**src/rtl/control_sequencer_pkg.sv**
```systemverilog
// Shared types and constants for the multi-cycle LEGv8 control sequencer.
// Holds state and class encodings, control word layout and opcode patterns.
package control_pkg;

    typedef enum logic [1:0] {
        S_FETCH = 2'b00,
        S_EXEC0 = 2'b01,
        S_EXEC1 = 2'b10,
        S_EXEC2 = 2'b11
    } state_t;

    typedef enum logic [2:0] {
        C_IARITH,
        C_LDUR,
        C_STUR,
        C_B,
        C_BCOND,
        C_CBZ,
        C_ILLEGAL
    } class_t;

    localparam int CW_W = 29;

    // Field order from MSB to LSB is the datapath control word layout
    typedef struct packed {
        logic [1:0] psel;
        logic [4:0] da;
        logic [4:0] sa;
        logic [4:0] sb;
        logic [4:0] fsel;
        logic       regw;
        logic       ramw;
        logic [1:0] dsel;
        logic       bsel;
        logic       pcsel;
        logic       sl;
    } cw_t;

    localparam logic [1:0] PSEL_HOLD = 2'b00;
    localparam logic [1:0] PSEL_PC4  = 2'b01;
    localparam logic [1:0] PSEL_PCK  = 2'b10;
    localparam logic [1:0] DSEL_IDLE = 2'b00;
    localparam logic [1:0] DSEL_ALU  = 2'b01;
    localparam logic [1:0] DSEL_RAM  = 2'b10;
    localparam logic [4:0] FSEL_ADD  = 5'b01000;
    localparam logic [4:0] FSEL_SUB  = 5'b01001;

    localparam logic [6:0]  OP_IARITH = 7'b1000100;
    localparam logic [10:0] OP_LDUR   = 11'b11111000010;
    localparam logic [10:0] OP_STUR   = 11'b11111000000;
    localparam logic [5:0]  OP_B      = 6'b000101;
    localparam logic [7:0]  OP_BCOND  = 8'b01010100;
    localparam logic [7:0]  OP_CBZ    = 8'b10110100;
    localparam logic [7:0]  OP_CBNZ   = 8'b10110101;

    function automatic class_t classify(logic [31:0] ir);
        class_t c;
        unique case (1'b1)
            ir[28:22] == OP_IARITH: c = C_IARITH;
            ir[31:21] == OP_LDUR:   c = C_LDUR;
            ir[31:21] == OP_STUR:   c = C_STUR;
            ir[31:26] == OP_B:      c = C_B;
            ir[31:24] == OP_BCOND:  c = C_BCOND;
            ir[31:24] == OP_CBZ:    c = C_CBZ;
            ir[31:24] == OP_CBNZ:   c = C_CBZ;
            default:                c = C_ILLEGAL;
        endcase
        return c;
    endfunction

    function automatic logic [63:0] sext9(logic [8:0] v);
        return {{55{v[8]}}, v};
    endfunction

    function automatic logic [63:0] sext19(logic [18:0] v);
        return {{45{v[18]}}, v};
    endfunction

    function automatic logic [63:0] sext26(logic [25:0] v);
        return {{38{v[25]}}, v};
    endfunction

endpackage

```
**src/rtl/control_sequencer_if.sv**
```systemverilog
// Fetch handshake plus datapath-facing signals of the control sequencer.
// master = fetch/datapath side, slave = sequencer side.
interface control_sequencer_if;
    import control_pkg::*;

    logic [31:0]     instruction;
    logic            instr_valid;
    logic            instr_ready;
    logic [3:0]      status;
    logic            alu_zero;
    logic            mem_ready;
    logic [CW_W-1:0] controlWord;
    logic [63:0]     K;
    logic [1:0]      state;
    logic            illegal;
    logic            mem_timeout;

    modport master (
        output instruction, instr_valid, status, alu_zero, mem_ready,
        input  instr_ready, controlWord, K, state, illegal, mem_timeout
    );

    modport slave (
        input  instruction, instr_valid, status, alu_zero, mem_ready,
        output instr_ready, controlWord, K, state, illegal, mem_timeout
    );

endinterface

```
**src/rtl/control_sequencer_branch_cond_eval.sv**
```systemverilog
// Evaluates a B.cond condition code against the {N,Z,C,V} flags.
// Pure combinational.
module branch_cond_eval
    import control_pkg::*;
(
    input  logic [3:0] i_cond,
    input  logic [3:0] i_status,
    output logic       o_taken
);
    logic w_n, w_z, w_c, w_v;
    logic w_base;

    assign {w_n, w_z, w_c, w_v} = i_status;

    always_comb begin
        w_base = 1'b1;
        unique case (i_cond[3:1])
            3'd0: w_base = w_z;
            3'd1: w_base = w_c;
            3'd2: w_base = w_n;
            3'd3: w_base = w_v;
            3'd4: w_base = w_c & ~w_z;
            3'd5: w_base = (w_n == w_v);
            3'd6: w_base = ~w_z & (w_n == w_v);
            3'd7: w_base = 1'b1;
        endcase
    end

    // Odd codes negate their even partner, except 1111 which is also always
    assign o_taken = (i_cond[0] && i_cond[3:1] != 3'd7) ? ~w_base : w_base;

endmodule

```
**src/rtl/control_sequencer.sv**
```systemverilog
// Multi-cycle LEGv8 control unit: latches an instruction from fetch and
// sequences the datapath control word and K immediate one state per cycle.
module control_sequencer
    import control_pkg::*;
#(
    parameter logic [3:0] MAX_WAIT = 4'd15
) (
    input  logic               clock,
    input  logic               reset,
    control_sequencer_if.slave bus
);
    localparam logic [3:0] W_LAST = MAX_WAIT - 4'd1;

    state_t      r_state;
    state_t      w_next;
    logic [31:0] r_ir;
    logic [3:0]  r_wait;
    logic        r_illegal;
    logic        r_timeout;

    class_t      w_class;
    logic        w_is_mem;
    logic        w_tmo;
    logic        w_set_ill;
    logic        w_cond_taken;
    logic        w_cb_taken;
    cw_t         w_cw;
    logic [63:0] w_k;

    assign w_class    = classify(r_ir);
    assign w_is_mem   = (w_class == C_LDUR) || (w_class == C_STUR);
    assign w_tmo      = (r_state == S_EXEC1) && w_is_mem
                        && !bus.mem_ready && (r_wait == W_LAST);
    assign w_set_ill  = (r_state == S_EXEC0) && (w_class == C_ILLEGAL);
    assign w_cb_taken = bus.alu_zero ^ r_ir[24];

    branch_cond_eval u_cond (
        .i_cond   (r_ir[3:0]),
        .i_status (bus.status),
        .o_taken  (w_cond_taken)
    );

    always_ff @(posedge clock) begin
        if (reset) begin
            r_state   <= S_FETCH;
            r_ir      <= '0;
            r_wait    <= '0;
            r_illegal <= 1'b0;
            r_timeout <= 1'b0;
        end else begin
            r_state <= w_next;
            if (r_state == S_FETCH && bus.instr_valid)
                r_ir <= bus.instruction;
            // Counts stalled EXEC1 cycles; any other state re-arms it
            if (r_state == S_EXEC1 && !bus.mem_ready)
                r_wait <= r_wait + 4'd1;
            else
                r_wait <= '0;
            r_illegal <= r_illegal | w_set_ill;
            r_timeout <= r_timeout | w_tmo;
        end
    end

    always_comb begin
        w_next = S_FETCH;
        unique case (r_state)
            S_FETCH:
                w_next = bus.instr_valid ? S_EXEC0 : S_FETCH;
            S_EXEC0:
                if (w_is_mem || w_class == C_CBZ)
                    w_next = S_EXEC1;
            S_EXEC1:
                if (w_class == C_LDUR && bus.mem_ready)
                    w_next = S_EXEC2;
                else if (w_is_mem && !bus.mem_ready && !w_tmo)
                    w_next = S_EXEC1;
            S_EXEC2:
                w_next = S_FETCH;
        endcase
    end

    always_comb begin
        w_cw = '0;
        w_k  = '0;
        unique case (r_state)
            S_FETCH: ;
            S_EXEC0: begin
                unique case (w_class)
                    C_IARITH: begin
                        w_cw.psel = PSEL_PC4;
                        w_cw.da   = r_ir[4:0];
                        w_cw.sa   = r_ir[9:5];
                        w_cw.fsel = {FSEL_ADD[4:1], r_ir[30]};
                        w_cw.regw = 1'b1;
                        w_cw.dsel = DSEL_ALU;
                        w_cw.bsel = 1'b1;
                        w_cw.sl   = r_ir[29];
                        w_k       = {52'd0, r_ir[21:10]};
                    end
                    C_LDUR, C_STUR: begin
                        w_cw.sa   = r_ir[9:5];
                        w_cw.fsel = FSEL_ADD;
                        w_cw.bsel = 1'b1;
                        w_k       = sext9(r_ir[20:12]);
                    end
                    C_B: begin
                        w_cw.psel = PSEL_PCK;
                        w_k       = sext26(r_ir[25:0]);
                    end
                    C_BCOND: begin
                        w_cw.psel = w_cond_taken ? PSEL_PCK : PSEL_PC4;
                        w_k       = sext19(r_ir[23:5]);
                    end
                    C_CBZ: begin
                        w_cw.sa   = 5'd31;
                        w_cw.sb   = r_ir[4:0];
                        w_cw.fsel = FSEL_ADD;
                        w_k       = sext19(r_ir[23:5]);
                    end
                    default:
                        w_cw.psel = PSEL_PC4;
                endcase
            end
            S_EXEC1: begin
                unique case (w_class)
                    C_LDUR, C_STUR: begin
                        w_cw.sa   = r_ir[9:5];
                        w_cw.fsel = FSEL_ADD;
                        w_cw.bsel = 1'b1;
                        w_k       = sext9(r_ir[20:12]);
                        if (w_class == C_STUR) begin
                            w_cw.sb   = r_ir[4:0];
                            w_cw.ramw = bus.mem_ready;
                            if (bus.mem_ready || w_tmo)
                                w_cw.psel = PSEL_PC4;
                        end else begin
                            w_cw.dsel = DSEL_RAM;
                            if (w_tmo)
                                w_cw.psel = PSEL_PC4;
                        end
                    end
                    C_CBZ: begin
                        w_cw.psel = w_cb_taken ? PSEL_PCK : PSEL_PC4;
                        w_cw.sa   = 5'd31;
                        w_cw.sb   = r_ir[4:0];
                        w_cw.fsel = FSEL_ADD;
                        w_k       = sext19(r_ir[23:5]);
                    end
                    default: ;
                endcase
            end
            S_EXEC2: begin
                w_cw.psel = PSEL_PC4;
                w_cw.da   = r_ir[4:0];
                w_cw.sa   = r_ir[9:5];
                w_cw.fsel = FSEL_ADD;
                w_cw.regw = 1'b1;
                w_cw.dsel = DSEL_RAM;
                w_cw.bsel = 1'b1;
                w_k       = sext9(r_ir[20:12]);
            end
        endcase
        // Reset drops whatever this cycle would have written
        if (reset) begin
            w_cw = '0;
            w_k  = '0;
        end
    end

    assign bus.instr_ready = (r_state == S_FETCH);
    assign bus.controlWord = w_cw;
    assign bus.K           = w_k;
    assign bus.state       = r_state;
    assign bus.illegal     = r_illegal;
    assign bus.mem_timeout = r_timeout;

endmodule

```
**src/flat_wrapper.sv**
```systemverilog
// flat-port wrapper written by rule: the top's interface ports become plain ports
module control_sequencer_flat import control_pkg::*;
#(
    parameter logic [3:0] MAX_WAIT = 4'd15
)
  (clock, reset, bus_instruction, bus_instr_valid, bus_status, bus_alu_zero, bus_mem_ready, bus_instr_ready, bus_controlWord, bus_K, bus_state, bus_illegal, bus_mem_timeout);
  control_sequencer_if bus_i ();
  input  logic clock;
  input  logic reset;
  input wire logic [$bits(bus_i.instruction)-1:0] bus_instruction;
  input wire logic [$bits(bus_i.instr_valid)-1:0] bus_instr_valid;
  input wire logic [$bits(bus_i.status)-1:0] bus_status;
  input wire logic [$bits(bus_i.alu_zero)-1:0] bus_alu_zero;
  input wire logic [$bits(bus_i.mem_ready)-1:0] bus_mem_ready;
  output wire logic [$bits(bus_i.instr_ready)-1:0] bus_instr_ready;
  output wire logic [$bits(bus_i.controlWord)-1:0] bus_controlWord;
  output wire logic [$bits(bus_i.K)-1:0] bus_K;
  output wire logic [$bits(bus_i.state)-1:0] bus_state;
  output wire logic [$bits(bus_i.illegal)-1:0] bus_illegal;
  output wire logic [$bits(bus_i.mem_timeout)-1:0] bus_mem_timeout;
  assign bus_i.instruction = bus_instruction;
  assign bus_i.instr_valid = bus_instr_valid;
  assign bus_i.status = bus_status;
  assign bus_i.alu_zero = bus_alu_zero;
  assign bus_i.mem_ready = bus_mem_ready;
  assign bus_instr_ready = bus_i.instr_ready;
  assign bus_controlWord = bus_i.controlWord;
  assign bus_K = bus_i.K;
  assign bus_state = bus_i.state;
  assign bus_illegal = bus_i.illegal;
  assign bus_mem_timeout = bus_i.mem_timeout;
  control_sequencer #(.MAX_WAIT(MAX_WAIT)) u_core (.clock(clock), .reset(reset), .bus(bus_i));
endmodule
```
**config.mk**
```make
export PLATFORM = sky130hd
export DESIGN_NAME = control_sequencer_flat
export DESIGN_NICKNAME = d
export VERILOG_FILES = /design/src/rtl/control_sequencer_pkg.sv /design/src/rtl/control_sequencer_if.sv /design/src/rtl/control_sequencer_branch_cond_eval.sv /design/src/rtl/control_sequencer.sv /design/src/flat_wrapper.sv
export SDC_FILE = /design/constraint.sdc
export NUM_CORES = 1
export LEC_CHECK = 0
export CAP_MARGIN = 20
export CORE_ASPECT_RATIO = 0.8
export CORE_MARGIN = 5
export CORE_UTILIZATION = 43
export DETAILED_ROUTE_END_ITERATION = 8
export PLACE_DENSITY = 0.81
export SYNTH_ARGS = -nofsm -noshare
export SYNTH_HDL_FRONTEND = slang
export SYNTH_SLANG_ARGS = --single-unit
```
**constraint.sdc**
```tcl
create_clock -name clock -period 5.5 [get_ports clock]
set_input_delay 0.55 -clock clock [delete_from_list [all_inputs] [get_ports clock]]
set_output_delay 0.55 -clock clock [all_outputs]
set_load 0.01 [all_outputs]
```
Yosys cells after proc, flatten, opt, wreduce, memory -nomap -nowiden

Cells that the tools add are included.

Add/sub/neg operators: 1
Multipliers: 0
Divide/modulo/power cells: 0
Magnitude comparators: 0
Equality and inequality tests: 26
Shift operators: 0
Mux-type cells: 42
Bitwise logic cells: 8
Reduce and logical (&&, ||, !) cells: 24

Operator list:

| operator               | number |
|---|---|
| $pmux W64 S4           | 1 |
| $pmux W64 S3           | 1 |
| $pmux W64 S2           | 1 |
| $mux W64               | 1 |
| $pmux W15 S2           | 1 |
| $pmux W5 S2            | 3 |
| $pmux W5 S3            | 2 |
| $mux W29               | 1 |
| $eq A11 B11 Y1 const B | 2 |
| $eq A3 B3 Y1 const B   | 7 |
| $pmux W3 S6            | 1 |
| $eq A8 B8 Y1 const B   | 2 |
| $mux W5                | 3 |
| $eq A3 B2 Y1 const B   | 4 |
| $mux W1                | 12 |
| $mux W2                | 6 |
| $pmux W2 S3            | 2 |
| $logic_and A1 B1 Y1    | 10 |
| $pmux W3 S3            | 1 |
| $eq A8 B7 Y1 const B   | 1 |
| $pmux W1 S8            | 1 |
| $pmux W2 S4            | 1 |
| $pmux W4 S2            | 1 |
| $reduce_or A2 Y1       | 4 |
| other kinds (21)       | 32 |

Flip-flop bits (word level): 40
Latch bits: 0
Memory bits (writable): 0
ROM bits: 0
Input port bits: 41
Output and inout port bits: 98
Word-level logic and storage cells: 106
Memories kept: 0

Logic depth before layout (Yosys ltp)

Word-level depth: 14
Gate-level depth with buffers: 9
Mapped depth without buffers: 8

Hierarchy

Synthesis repeated with hierarchy kept, for this count alone.

Cell total of the unflattened synthesis: 414
Area, all modules: 3,079.2 sq um

Modules (own cells, without submodules):

| module            | instances | cells each | area each (sq um) | seq. area each (sq um) |
|---|---|---|---|---|
| control_sequencer | 1         | 396        | 2,962.8           | 800.8 |
| branch_cond_eval  | 1         | 18         | 116.4             | 0.0 |

Least setup slack after synthesis

No wires, ideal clock.

Kind: reg2out
Start: reg u_core.r_ir[22]
End: out bus_K[26]
Data arrival time: 3.704 ns
Data required time: 4.950 ns
Setup slack: 1.246 ns
Cell stages (with the launch flop): 9
Path buffers: 2
Cell sequence: dfxtp_1 > or4b_4 > nor4b_4 > or2_4 > a21oi_4 > buf_6 > a21o_1 > a21oi_1 > buf_4

Cells in the longest elaborated chain, start to end: 7
Elaborated cells on any way between the ends: 16
Those cells by class: eq/ne: 8; mux: 5; reduce/logical: 3

Ends and longest elaborated chain:

| element                                             | RTL line                                          | RTL |
|---|---|---|
| from (decl)                                         | control_sequencer.sv:16                           | `logic [31:0] r_ir;` |
| from (signal assigned)                              | control_sequencer.sv:53                           | `r_ir <= bus.instruction;` |
| $eq A11 B11 Y1, or another cell as far along        | control_sequencer_pkg.sv:61                       | `ir[31:21] == OP_STUR: c = C_STUR;` |
| $pmux W3 S6 (*)                                     | control_sequencer_pkg.sv:58                       | `unique case (1'b1)` |
| $eq A3 B3 Y1, or another cell as far along          | control_sequencer.sv:88                           | `unique case (w_class)` |
| $reduce_or A2 Y1 (on tied branches)                 | n/a                                               |  |
| $pmux W64 S4 / $pmux W64 S2 (equally long branches) | control_sequencer.sv:88, control_sequencer.sv:125 |  |
| $pmux W64 S3 (*)                                    | control_sequencer.sv:85                           | `unique case (r_state)` |
| $mux W64 (*)                                        | control_sequencer.sv:164                          | `if (reset) begin` |
| to (decl)                                           | flat_wrapper.sv:17                                | `output wire logic [$bits(bus_i.K)-1:0] bus_K;` |

Mark *: on every way between the ends. The rest lies on a longest branch, timed or not.

Final worst setup path

Start: reg u_core.r_ir[25]
End: out bus_K[32]

Cells in the longest elaborated chain, start to end: 8
Elaborated cells on any way between the ends: 20
Those cells by class: eq/ne: 11; mux: 5; reduce/logical: 4

Ends and longest elaborated chain:

| element                                             | RTL line |
|---|---|
| $eq A8 B8 Y1 (on tied branches)                     | control_sequencer_pkg.sv:65, control_sequencer_pkg.sv:64 |
| $reduce_or A2 Y1 (no line)                          | n/a |
| $pmux W3 S6                                         | control_sequencer_pkg.sv:58 |
| $eq A3 B3 Y1, or another cell as far along          | control_sequencer.sv:88 |
| $reduce_or A2 Y1 (on tied branches)                 | n/a |
| $pmux W64 S4 / $pmux W64 S2 (equally long branches) | control_sequencer.sv:88, control_sequencer.sv:125 |
| $pmux W64 S3 (*)                                    | control_sequencer.sv:85 |
| $mux W64 (*)                                        | control_sequencer.sv:164 |

Marked as above.

==> insert_results.sql <==
INSERT INTO impl_metrics (metric_group, metric, value, unit) VALUES
('cts', 'number_of_buffers_added_to_fix_hold_violations_after_cts', '0', ''),
('synth', 'ys_seq_area_frac', '0.2484', ''),
('layout', 'synthToLayoutAreaGrowth', '36.40', '%'),
('sta', 'fin_crit_sh', '0.7977', ''),
('cts', 'cts-buffers-inserted', '5', ''),
('synth', 'synthCells', '450', ''),
('worst_setup_path', 'critPathBufInv', '2', ''),
('layout', 'sequential_cell_area', '800.8', 'um2'),
('hold_path', 'hp-start', 'u_core.r_wait[0]$_SDFF_PP0_', ''),
('layout', 'final_common_cell', 'clkdlybuf4s50_1', ''),
('die', 'die_width', '106.8', 'um'),
('job', 'cap_violations', '0', ''),
('power', 'vdd_ir_drop_max', '0.0001307', 'V'),
('outcome', 'run_status', 'completed', ''),
('cts', 'clock_tree_from_tritoncts', 'done', ''),
('grt', 'global_route.usage.total', '0.2204', ''),
('layout', 'final_util', '0.5978', ''),
('sta', 'setup_tns', '0', 'ps'),
('route', 'remaining_design_rule_violation_count', '0', ''),
('place', 'dp_hpwl', '8087', 'um'),
('grt', 'gr-max-usage-layer', 'met2', ''),
('route', 'routed_wl', '10810', 'um'),
('grt', 'grt_max_degree', '44', ''),
('sta', 'hold_viol', '0', ''),
('worst_setup_path', 'largest_delay_share_family_worst_path', 'simple AND/OR/NAND/NOR gates', ''),
('worst_setup_path', 'worst-r2r-setup-slack', '3110', 'ps'),
('cts', 'cts.sink_count', '40', ''),
('sta', 'finalSetupViolations', '0', ''),
('power', 'pwr-share-seq', '0.496', ''),
('power', 'netSwitchingFraction', '0.2752', ''),
('sta', 'timing.final.max_slew_violations', '0', ''),
('place', 'routabilityCongestion', '0.9150', ''),
('die', 'initial_utilization', '0.4383', ''),
('route', 'post_drt_wl_per_cell', '17.55', 'um'),
('worst_setup_path', 'timing_worst_setup_path_type', 'reg -> out', ''),
('worst_setup_path', 'critical_path.slowest_cell', 'nor4_2', ''),
('synth', 'leading_cell_types_by_total_area_after_synthesis', 'dfxtp_1, nand2_1, buf_4', ''),
('sta', 'finalCriticalPeriod', '4388', 'ps'),
('grt', 'grt_first_pass_wirelength', '16570', 'um'),
('sta', 'final_setup_skew', '4.219', 'ps'),
('worst_setup_path', 'critical_path.startpoint_type', 'flip-flop', ''),
('worst_setup_path', 'crit_path_max_incr_delay', '850', 'ps'),
('synth', 'synth_warnings', '0', ''),
('route', 'antenna_violating_nets_post_route', '0', ''),
('worst_setup_path', 'worst_setup_path_startpoint', 'u_core.r_ir[25]$_SDFFE_PP0P_', ''),
('route', 'vias_per_cell', '5.688', ''),
('sta', 'fmaxAchievable', '227.9', 'MHz'),
('die', 'placementRows', '28', ''),
('grt', 'number_of_global_route_vias_before_repair', '3222', ''),
('sta', 'max_slew_headroom_at_the_worst_pin', '0.2771', ''),
('grt', 'globalRouteMet3Util', '0.05115', ''),
('die', 'chipHeight', '87.45', 'um'),
('worst_setup_path', 'worstPathArrival', '3840', 'ps'),
('cts', 'cts_buffer_depth', '2', ''),
('place', 'io_buffers', '134', ''),
('power', 'power.density', '153.5', 'mW/mm2'),
('cts', 'cts_htree_levels', '2', ''),
('synth', 'synth-async-reset-ratio', '0', ''),
('cts', 'clockRootBuffer', 'clkbuf_8', ''),
('power', 'combPwrFrac', '0.137', ''),
('synth', 'edff_count_synth', '0', ''),
('layout', 'leading_cell_types_in_the_layout_fill_and_taps_excluded', 'clkdlybuf4s50_1, nand2_1, a21oi_1, dfxtp_1, a21o_1', ''),
('die', 'core_box_area', '0.007357', 'mm2'),
('power', 'pwr-share-clk', '0.367', ''),
('cts', 'clk_transition_reported_paths', '80', 'ps'),
('grt', 'antenna_found_initial', '0', ''),
('hold_path', 'hp-class', 'reg -> reg', ''),
('die', 'io_pins', '139', ''),
('grt', 'met2_usage', '0.3594', ''),
('worst_setup_path', 'crit_chain', 'nand4bb_1 -> nor4_2 -> nand2_1 -> a21boi_0 -> a21o_1 -> a21oi_2 -> buf_4 -> clkdlybuf4s50_1', ''),
('synth', 'synth.top_cell.area_share', '0.2484', '');
[state kept, by name, indices dropped and copies added, names as in the netlist]
| name | count |
|---|---|
| u_core.r_ir | 32 |
| u_core.r_wait | 4 |
| u_core.bus.mem_timeout | 1 |
| u_core.bus.illegal | 1 |
| u_core.bus.state | 2 |
[cell usage after synthesis (all sizes together) (3+ instances only)]
| library cell | instances |
|---|---|
| nor3 | 4 |
| clkbuf | 24 |
| ha | 6 |
| and2 | 13 |
| o31ai | 4 |
| nor2 | 16 |
| o21ai | 7 |
| nor3b | 4 |
| a222oi | 6 |
| buf | 50 |
| nor2b | 4 |
| nand3b | 4 |
| mux2i | 3 |
| o21a | 4 |
| dfxtp | 40 |
| nor4 | 4 |
| nand3 | 5 |
| nand2 | 103 |
| a22oi | 13 |
| a21oi | 60 |
| inv | 5 |
| a31oi | 7 |
| a21o | 26 |
[per-layer routing]
metal | part of all wire | vias to the layer above
met5 | 0 | -
met4 | 0.023 | 0
met3 | 0.10 | 32
met2 | 0.46 | 198
met1 | 0.41 | 1589
li1 | - | 1685
[kinds of logic after synthesis]
| kind of cell | Yosys count | share of synthesized area |
|---|---|---|
| and+or+nand+nor | 173 | 0.2654 |
| AOI/OAI and AO/OA | 144 | 0.2945 |
| buffers and inverters | 79 | 0.1471 |
| DFF | 40 | 0.2484 |
| adders and majority gates | 6 | 0.02328 |
| xor gates and xnor gates | 4 | 0.01087 |
| muxes | 3 | 0.009314 |
| other | 1 | 0.001163 |
[path summary, 6_finish.rpt]
path	end	cells past startpoint
setup reg to reg	u_core.bus.state[0]$_SDFF_PP0_	6
setup / recovery	bus_K[32]	8
hold / removal	u_core.r_wait[0]$_SDFF_PP0_	1
hold reg to reg	u_core.r_wait[0]$_SDFF_PP0_	1
[through the flow]
stage | cells | worst slack (ps) | power [mW] | instance area (um2) | hold WS (ps)
floorplan | 453 | 1246 | 0.3808 | 3236 | 429.7
global placement | 608 | 1496 | 0.4283 | 4282 | 442.0
detailed placement | 608 | 1462 | 0.4311 | 4282 | 453.3
CTS | 616 | 1127 | 0.6752 | 4398 | 473.6
global route | 616 | 823.9 | 0.6979 | 4398 | 494.7
finish | 616 | 1112 | 0.6751 | 4398 | 473.7
[layout make-up]
class	count	share of cell area
Clock inverter	3	0.01081
Inverter	5	0.004267
Clock buffer	5	0.01565
Timing Repair Buffer	139	0.3135
Sequential cell	40	0.1821
Tap cell	90	0.02560
Multi-Input combinational cell	334	0.4481
[power by group through the flow]
| stage | Combinational, mW | Sequential (mW) | Clock [mW] |
|---|---|---|---|
| 2_1_floorplan | 0.0556 | 0.325 | 0 |
| 3_3_place_gp | 0.0899 | 0.338 | 0 |
| 3_5_place_dp | 0.0918 | 0.339 | 0 |
| 4_1_cts | 0.0922 | 0.333 | 0.250 |
| 5_1_grt | 0.102 | 0.336 | 0.260 |
| 6_report | 0.0926 | 0.335 | 0.248 |
No activity file was read; power rests on OpenSTA's default activity.
